--- config.mk ---
export PLATFORM = sky130hd
export DESIGN_NAME = id_ex_stage
export DESIGN_NICKNAME = d
export VERILOG_FILES = /design/src/rtl/id_ex_stage.sv
export SDC_FILE = /design/constraint.sdc
export NUM_CORES = 1
export LEC_CHECK = 0
export ABC_CLOCK_PERIOD_IN_PS = 6600
export BUFFER_PORTS_ARGS = -buffer_cell sky130_fd_sc_hd__buf_2
export CORE_AREA = 2 2 137 139
export DETAILED_ROUTE_END_ITERATION = 8
export DIE_AREA = 0 0 139 141
export HOLD_SLACK_MARGIN = 0.03
export PLACE_DENSITY_LB_ADDON = 0.1
export SLEW_MARGIN = 20
export SYNTH_ARGS = -nofsm -noshare
export SYNTH_HDL_FRONTEND = slang
export SYNTH_SLANG_ARGS = --single-unit
--- constraint.sdc ---
create_clock -name clk -period 6.6 [get_ports clk]
set_input_delay 0.99 -clock clk [delete_from_list [all_inputs] [get_ports clk]]
set_output_delay 0.99 -clock clk [all_outputs]
set_load 0.05 [all_outputs]
--- src/rtl/id_ex_stage.sv ---
// ID/EX pipeline register with load-use hazard detection.
// Captures decoded control, operands and instruction fields for EX, inserts
// a marked bubble on a load-use dependency, and honours flush and hold.
module id_ex_stage #(
  parameter int DW    = 32,
  parameter int CNT_W = 16
) (
  input  logic             clk,
  input  logic             reset,
  input  logic             id_valid,
  input  logic [6:0]       muxctrl_in,
  input  logic [2:0]       memctrl_in,
  input  logic [4:0]       aluctrl_in,
  input  logic [DW-1:0]    rd1_in,
  input  logic [DW-1:0]    rd2_in,
  input  logic [DW-1:0]    imm_in,
  input  logic [DW-1:0]    pc_in,
  input  logic [4:0]       shamt_in,
  input  logic [4:0]       rs_in,
  input  logic [4:0]       rt_in,
  input  logic [4:0]       rd_in,
  input  logic             flush,
  input  logic             hold,
  output logic [6:0]       muxctrl_ex,
  output logic [2:0]       memctrl_ex,
  output logic [4:0]       aluctrl_ex,
  output logic [DW-1:0]    rd1_ex,
  output logic [DW-1:0]    rd2_ex,
  output logic [DW-1:0]    imm_ex,
  output logic [DW-1:0]    pc_ex,
  output logic [4:0]       shamt_ex,
  output logic [4:0]       rs_ex,
  output logic [4:0]       rt_ex,
  output logic [4:0]       dest_ex,
  output logic             ex_valid,
  output logic             stall_if_id,
  output logic [CNT_W-1:0] bubble_cnt
);

  // Handshake: there is no valid/ready pair here; id_valid qualifies the ID
  // slot, stall_if_id tells IF/ID to hold its contents this cycle, and hold
  // freezes this register entirely while downstream memory is busy.

  logic [6:0]       r_muxctrl;
  logic [2:0]       r_memctrl;
  logic [4:0]       r_aluctrl;
  logic [DW-1:0]    r_rd1;
  logic [DW-1:0]    r_rd2;
  logic [DW-1:0]    r_imm;
  logic [DW-1:0]    r_pc;
  logic [4:0]       r_shamt;
  logic [4:0]       r_rs;
  logic [4:0]       r_rt;
  logic [4:0]       r_dest;
  logic             r_valid;
  logic [CNT_W-1:0] r_bubble_cnt;

  logic [4:0]       w_dest;
  logic             w_load_use;
  logic             w_cnt_full;

  // Decode the write-back register index before it is latched
  always_comb begin
    w_dest = rd_in;
    unique case (muxctrl_in[3:2])
      2'b00:   w_dest = rd_in;
      2'b01:   w_dest = rt_in;
      2'b10:   w_dest = 5'd31;
      default: w_dest = 5'd0;
    endcase
  end

  // Load in EX whose destination is read by the instruction now in ID
  always_comb begin
    w_load_use = r_valid & r_memctrl[2] & (r_dest != 5'd0) & id_valid &
                 ((r_dest == rs_in) | (r_dest == rt_in));
    w_cnt_full = &r_bubble_cnt;
    stall_if_id = ~reset & (hold | (w_load_use & ~flush));
  end

  // Pipeline register update: hold > flush > load-use bubble > normal load
  always_ff @(posedge clk or posedge reset) begin
    if (reset) begin
      r_muxctrl    <= '0;
      r_memctrl    <= '0;
      r_aluctrl    <= '0;
      r_rd1        <= '0;
      r_rd2        <= '0;
      r_imm        <= '0;
      r_pc         <= '0;
      r_shamt      <= '0;
      r_rs         <= '0;
      r_rt         <= '0;
      r_dest       <= '0;
      r_valid      <= 1'b0;
      r_bubble_cnt <= '0;
    end else if (hold) begin
      r_valid <= r_valid;
    end else if (flush || w_load_use) begin
      // Bubble: nothing writes registers or memory; only a load-use bubble
      // carries the marker bit and is counted.
      r_muxctrl <= w_load_use && !flush ? 7'b001_0000 : 7'b000_0000;
      r_memctrl <= '0;
      r_aluctrl <= '0;
      r_rd1     <= '0;
      r_rd2     <= '0;
      r_imm     <= '0;
      r_pc      <= '0;
      r_shamt   <= '0;
      r_rs      <= '0;
      r_rt      <= '0;
      r_dest    <= '0;
      r_valid   <= 1'b0;
      if (!flush && !w_cnt_full) begin
        r_bubble_cnt <= r_bubble_cnt + 1'b1;
      end
    end else begin
      r_muxctrl <= id_valid ? muxctrl_in : 7'b0;
      r_memctrl <= id_valid ? memctrl_in : 3'b0;
      r_aluctrl <= id_valid ? aluctrl_in : 5'b0;
      r_rd1     <= rd1_in;
      r_rd2     <= rd2_in;
      r_imm     <= imm_in;
      r_pc      <= pc_in;
      r_shamt   <= shamt_in;
      r_rs      <= rs_in;
      r_rt      <= rt_in;
      r_dest    <= w_dest;
      r_valid   <= id_valid;
    end
  end

  assign muxctrl_ex = r_muxctrl;
  assign memctrl_ex = r_memctrl;
  assign aluctrl_ex = r_aluctrl;
  assign rd1_ex     = r_rd1;
  assign rd2_ex     = r_rd2;
  assign imm_ex     = r_imm;
  assign pc_ex      = r_pc;
  assign shamt_ex   = r_shamt;
  assign rs_ex      = r_rs;
  assign rt_ex      = r_rt;
  assign dest_ex    = r_dest;
  assign ex_valid   = r_valid;
  assign bubble_cnt = r_bubble_cnt;

endmodule
After elaboration in Yosys (flattened, before gate mapping)
Index checks and enable logic that the tools add are counted.
{ "totals": {"regBits": 180, "latchBits": 0, "mem_bits_rw": 0, "romBits": 0, "output_inout_bits": 181, "mem_count": 0} }
{ "op_classes": {"n_addsub": 1, "n_mul": 0, "div": 0, "magnitude_cmp": 0, "n_eq_ne": 4, "shift": 0, "mux": 17, "bitwise_logic": 11, "reduce_logical": 9} }
{ "ops": {"columns": ["operator", "count"], "rows": [
  ["32-bit 2-to-1 mux", 4],
  ["5-bit 2-to-1 mux", 7],
  ["16-bit by 1-bit adder with 16-bit output, second input constant", 1],
  ["16-bit AND reduction", 1],
  ["5-bit one-hot mux with 3 select lines", 1],
  ["7-bit 2-to-1 mux", 2],
  ["5-bit == test", 2],
  ["1-bit AND", 6],
  ["3-bit 2-to-1 mux", 2],
  ["5-bit nonzero test", 1],
  ["1-bit NOT", 3],
  ["3-bit AND reduction", 1],
  ["2-bit by 1-bit == test with 1-bit output, second input constant", 1],
  ["2-bit == test, second input constant", 1],
  ["1-bit logical AND", 2],
  ["1-bit zero test", 2],
  ["2-bit zero test", 1],
  ["1-bit OR", 2],
  ["1-bit logical OR", 1],
  ["1-bit 2-to-1 mux", 1]
]} }

Longest topological paths before layout
Gate-level depths: netlist (run 1).
{ "depth": {"word_depth": 7, "depth_mapped": 7} }

Worst setup path after synthesis (run 1)
Ideal clock, no wire load.
{ "synth_path": {"path_kind": "input to output", "startpoint": "input port reset", "endpoint": "output port stall_if_id", "arrival_time_ps": 5397, "required_time_ps": 5610, "setup_slack_ps": 213, "cell_stages": 2, "n_path_buf": 0, "path_cell_list": "inv_1 > o21a_1"} }
{ "synth_between": {"elab_chain_len": 2} }
{ "synth_lines": {"columns": ["item", "line_no", "source"], "rows": [
  ["start, declared", "9", "input logic reset,"],
  ["1-bit NOT", "78", "stall_if_id = ~reset & (hold | (w_load_use & ~flush));"],
  ["1-bit AND", "78", null],
  ["end, declared", "36", "output logic stall_if_id,"]
]} }
Every way passes these cells.

Worst setup path after layout (run 1)
{ "layout_path": {"startpoint": "register r_dest[1] (netlist: dest_ex[1])", "endpoint": "output port stall_if_id"} }
{ "layout_between": {"elab_chain_len": 7, "word_cells_on_any_way": 10, "cone_classes": "eq/ne: 2; bitwise: 7; reduce/logical: 1"} }
{ "layout_lines": {"columns": ["item", "line_no", "source"], "rows": [
  ["start, declared", "54", "logic [4:0] r_dest;"],
  ["start signal, assigned", "128", "r_dest <= w_dest;"],
  ["5-bit nonzero test", "75", "w_load_use = r_valid & r_memctrl[2] & (r_dest != 5'd0) & id_valid &"],
  ["1-bit AND (2 in a row)", "75", null],
  ["1-bit AND (*)", "75", null],
  ["1-bit AND (*)", "78", null],
  ["1-bit OR (*)", "78", null],
  ["1-bit AND (*)", "78", null]
]} }
Mark *: on every way between the ends. The rest lies on a longest branch, timed or not.

==> run metrics, run 1 <==
Synth Warn #=0; Critical Path RT=5.61 ns; worst vdd ir=between 0.15 and 0.2 mV; gr usage total=0.217; cell taking the most area after synthesis=dfrtp_1; CTS root buf=clkbuf_16; status=finished clean; final hold vios=0; syn nets=about 700; Finished Core Util=0.527; fmax=~300 MHz; Crit path arrival time=around 2.3 ns; routability cong.=around 0.84; hpwl dp=~15000 um; largest net degree at the start of global routing=120; fraction of layout cells with a size suffix above 1=0.456; Tmin final=roughly 3.3 ns; DR WL/cell=approximately 20 um; die width=roughly 140 um; Post-Syn Instances=536; Finished Cell Area=9630 um^2; Synth Area in Simple Gates=0.0694; PwrDens=just under 300 nW/um^2; sequence of cells on the critical path=or4_4 > o2111ai_2 > nor3_1 > o21a_1 > buf_2; Fillers=about 1600; IO Pins=about 350; die area=a little under 20000 um^2; Yosys reg bits=180; Top FF cell, synth=dfrtp_1; final wirelength=21500 um; commonest cells in the netlist=dfrtp_1, a32o_1, clkbuf_1, nand2_1, xnor2_1; remaining antenna violation count=0; Seq. cell area=approximately 4500 um^2; clock skew=approximately 0.013 ns; Synth Cell Area=7230 um^2; Avg Vias per Cell=5.54; via count=6100; Max Cap Violations=0; first-pass GRT wire length=approximately 34000 um; pre-CTS setup slack=about 3 ns; post-synthesis mux area share=0.00156; Adder-Cell Fraction of Synth Area=0.00173; Multi-input gate area=~2400 um^2; CORE AREA=about 18000 um^2; final critical-path share of the clock period=0.502; antenna violations before repair=0; PortBufs=around 350; most common cell in the synthesized netlist=dfrtp_1; Mapped Avg Cell Area=13.5 um^2; Critical Path Sink Type=output port; critical path class=reg2out; initial DRC count=around 470; Leakage=4.85 nW; die height=between 100 and 150 um; main combinational cell family by area after synthesis=compound AO/OA/AOI/OAI gates; CTS tree=built; post-CTS setup buffers=0; compound-cell area share of the yosys netlist=0.231; total clock sinks=between 150 and 200; PostCTS Resize Cnt=0; max-slew violation count=0; Hold Path Class=reg2reg; DR pass1 iterations=4; type of origin of the critical path=flop; H-Tree Depth=4; Seq/Total Area, Yosys=0.623; # setup viols final=0; Worst slew margin=0.353; DRC viols=0; Post-synth EDFFs=0; total CTS buffers=17; clock-pin slew on the worst setup and hold paths=0.07 ns; hold_ws=0.483 ns; setup TNS=0 ns; Overflow after GRT=0; slowest stage cell, crit path=or4_4; Clock Path Buffers=2; async set or reset register ratio after synthesis=1.00; post-synth cell types=34; P&R area growth vs syn=33.1%; RSZ-0062 raised after global routing=false; Nets=between 1000 and 1500; slowest cell delay on critical path=roughly 0.58 ns; Rows=50; Synth top area share=0.623; XOR/XNOR Fraction of Synth Area=0.0303; Worst Tran Pin Value=0.971 ns; number of hold buffers added after cts=0; vias in the first global route=slightly above 6000; Area after DPL=approximately 9000 um^2; Clk Latency, worst-skew pair=0.43 ns; ranking of synthesized cells by area=dfrtp_1, a32o_1, xnor2_1; Crit Path Max Fanout=8; Initial Utilization=0.396; setup slack after layout=3.29 ns
## final timing paths
kind / end / cells after the start / from / slack [ns]
min in group asynchronous: imm_ex[7] / 2 / reset / 0.57
max reg2reg: pc_ex[8] / 6 / dest_ex[0] / 3.74
min reg2reg: aluctrl_ex[4] / 2 / aluctrl_ex[4] / 0.48
max: stall_if_id / 5 / dest_ex[1] / 3.29
min: aluctrl_ex[4] / 2 / aluctrl_ex[4] / 0.48
max in group asynchronous: rs_ex[2] / 3 / reset / 4.68
## cells in the final DEF, fill, tap and decap left out, types with 3 or more instances in the layout
cell        count
a22o_1         11
a32o_1        138
and3_1          4
buf_2         347
buf_4           5
clkbuf_16      17
clkinvlp_4      3
dfrtp_1       180
inv_6           6
inv_8           3
nand2_1        26
nand2b_1       14
nand3_1        13
nand4_1         6
nand4b_1        3
nor2_1          6
nor2b_1        12
nor3_1          4
o21ai_0        21
xnor2_1        25
## through the flow
| step | std cells | total power, mW |
|---|---|---|
| 2_1_floorplan | 536 | 1.65 |
| 3_3_place_gp | 1070 | 1.82 |
| 3_5_place_dp | 1070 | 1.83 |
| 4_1_cts | 1101 | 2.87 |
| 5_1_grt | 1101 | 2.95 |
| 6_report | 1102 | 2.84 |
## worst max-delay path, delay by kind of cell, from the launching register on
kind                   cells  cell delay [ns]
and+or+nand+nor            2             0.66
DFF                        1             0.46
buffers and inverters      1             0.21
AOI/OAI and AO/OA          2             0.57
## kinds of logic after synthesis
logic type,Yosys count
AO/OA/AOI/OAI,178
XOR/XNOR,25
adder cells (fa/ha/maj),1
buffers and inverters,57
flip-flops,180
multiplexers,1
AND/OR/NAND/NOR,94
## metal layers
layer  track usage  routed length [um]  up-vias
met5             0                   0        -
met3        0.0625                1620       32
li1              -                   -     2733
met2         0.352               10800      267
met4        0.0750                 444        0
met1         0.280                8640     3068
## report_power, final
part	switching, mW	total, mW	internal, mW	leakage [nW]
sequential	0.0457	1.22	1.18	2.37
combinational	0.424	0.582	0.158	2.20
clock	0.460	1.03	0.569	0.283
total	0.930	2.84	1.91	4.85
## flip-flops by register name (all words and copies together) (netlist names)
signal / cells
rd2_ex: 32
rd1_ex: 32
bubble_cnt: 16
rs_ex: 5
rt_ex: 5
muxctrl_ex: 7
shamt_ex: 5
pc_ex: 32
imm_ex: 32
memctrl_ex: 3
ex_valid: 1
dest_ex: 5
aluctrl_ex: 5
## cell type report
class / instances / share of cell area
timing repair buffer: 354 / 0.187
tap: 234 / 0.0304
clock buffer: 17 / 0.0442
multi-input combinational: 299 / 0.252
clock inverter: 14 / 0.0172
antenna: 1 / 0.000260
sequential: 180 / 0.468
inverter: 3 / 0.00169
(Power assumes the default switching activity.)
==> inputs of run 2 (changes only) <==
Settings changed: ABC_CLOCK_PERIOD_IN_PS 6600 to 2690, CORE_AREA 2 2 137 139 to 2 2 135 137, DIE_AREA 0 0 139 141 to 0 0 137 139.
Clock period 6.6 ns to 2.69 ns, I/O delays scaled along.
==> run metrics, run 2 (synthesis results as in run 1) <==
initial DRC count=305; Overflow after GRT=0; fmax=397 MHz; PwrDens=approximately 730 nW/um^2; Hold Path Stages=2; critical path class=reg2out; worst vdd ir=around 0.43 mV; Crit Path Max Fanout=6; CORE AREA=17700 um^2; status=finished clean; RSZ-0062 raised after global routing=false; Clk Latency, worst-skew pair=0.43 ns; CTS tree=built; CP startpoint=dest_ex[0]; PortBufs=348; Clock power frac=0.375; sequential share of power=0.423; clock skew=about 0.012 ns; Rows=49; Hold Path Class=in2reg; most frequent cells in the layout=buf_2, dfrtp_1, a32o_1; worst flop-to-flop path endpoint=pc_ex[30]; RR Startpoint=dest_ex[1]; Leakage=between 4 and 5 nW; Power Internal=approximately 4.8 mW; final wirelength=between 20000 and 25000 um; gr usage total=0.228; CTS root buf=clkbuf_16; die height=139 um; die area=19000 um^2; Finished Cell Area=between 9000 and 10000 um^2; antenna violations before repair=0; max-slew violation count=0; Worst slew margin=0.318; final critical-path share of the clock period=0.936; clock-pin slew on the worst setup and hold paths=roughly 0.070 ns; Final Non-Filler Cells=~1100; routability cong.=around 0.79; Gate power share=0.202; Area after DPL=around 9000 um^2; PostCTS Resize Cnt=0; Placed Cells=about 1100; ant diodes=0; Max Cap Violations=0; DRC viols=0; critical path endpoint=stall_if_id; total clock sinks=between 150 and 200; die width=~140 um; Switching Share=0.325; final hold vios=0; largest net degree at the start of global routing=around 180; most common cell after layout, fill and taps aside=buf_2; Clock Path Buffers=2; Crit path arrival time=between 2 and 2.5 ns; via count=a little over 6000; P&R area growth vs syn=34.6%; Initial Utilization=0.410; vias in the first global route=between 6000 and 7000; fraction of layout cells with a size suffix above 1=0.460; H-Tree Depth=4; first-pass GRT wire length=33900 um; number of hold buffers added after cts=0; worst reg2reg path depth=5; Nets=1030; type of origin of the critical path=flop; Avg Vias per Cell=5.56; Worst Tran Pin Value=approximately 1 ns; IO Pins=around 350; # setup viols final=0; Critical Path Sink Type=output port; switching power=approximately 2.3 mW; Tmin final=approximately 2.5 ns; Critical Path RT=between 2 and 2.5 ns; DR WL/cell=a little under 20 um; total CTS buffers=17; remaining antenna violation count=0; post-CTS setup buffers=0; hpwl dp=between 15000 and 20000 um; flop2flop setup slack=roughly 0.44 ns; DR pass1 iterations=6
-- run 2: cell count changes in the layout (fill, tap and decap cells not counted), sizes merged --
cell	delta
bufinv	+1
clkinvlp	+1
inv	-1
diode	-1
buf	+6
-- run 2: worst min-delay path by stage --
stage | startpoint | end | slack, ns
after CTS | imm_in[19] | imm_ex[19] | 0.19
after global routing | imm_in[16] | imm_ex[16] | 0.19
after floorplan | aluctrl_in[0] | aluctrl_ex[0] | 0.55
after detailed placement | aluctrl_ex[4] | aluctrl_ex[4] | 0.47
final | imm_in[18] | imm_ex[18] | 0.21
after global placement | muxctrl_ex[6] | muxctrl_ex[6] | 0.46
-- run 2: final cells by class --
cell class / instances / area, um^2
Multi-Input combinational cell: 299 / 2420
Timing Repair Buffer: 360 / 1870
Fill cell: 1518 / 7920
Clock inverter: 15 / 209
Inverter: 3 / 15.0
Tap cell: 229 / 287
Sequential cell: 180 / 4500
Clock buffer: 17 / 425
-- run 2: critical path, stage by stage (launching register included) --
cell	delay, ns
dfrtp_1	0.48
xnor2_1	0.20
nand3_1	0.13
o22a_1	0.27
nor3_1	0.22
o21a_1	0.13
buf_2	0.26
-- run 2: metal layers --
metal  up-vias  part of all wire  track usage
met5         -                 0            0
met4         0             0.027       0.0895
met3        50             0.081       0.0691
met2       275              0.49        0.370
met1      3047              0.40        0.284
li1       2757                 -            -
-- run 2: power groups by stage --
stage | sequential (mW) | clock, mW | combinational [mW]
CTS | 3.00 | 2.73 | 1.45
floorplan | 3.71 | 0 | 0.335
global placement | 3.04 | 0 | 1.43
detailed placement | 3.05 | 0 | 1.45
finish | 3.00 | 2.66 | 1.44
global route | 3.02 | 2.84 | 1.51
-- run 2: per-stage QoR --
step           utilization  power, mW  setup WS [ns]  hold slack (ns)  TNS (ns)
3_3_place_gp         0.516       4.47          0.524            0.465         0
5_1_grt              0.551       7.38         0.0133            0.191         0
2_1_floorplan            -       4.05          -1.30            0.552     -6.97
3_5_place_dp         0.516       4.50          0.455            0.468         0
6_report             0.551       7.10          0.173            0.206         0
4_1_cts              0.551       7.18          0.131            0.188         0
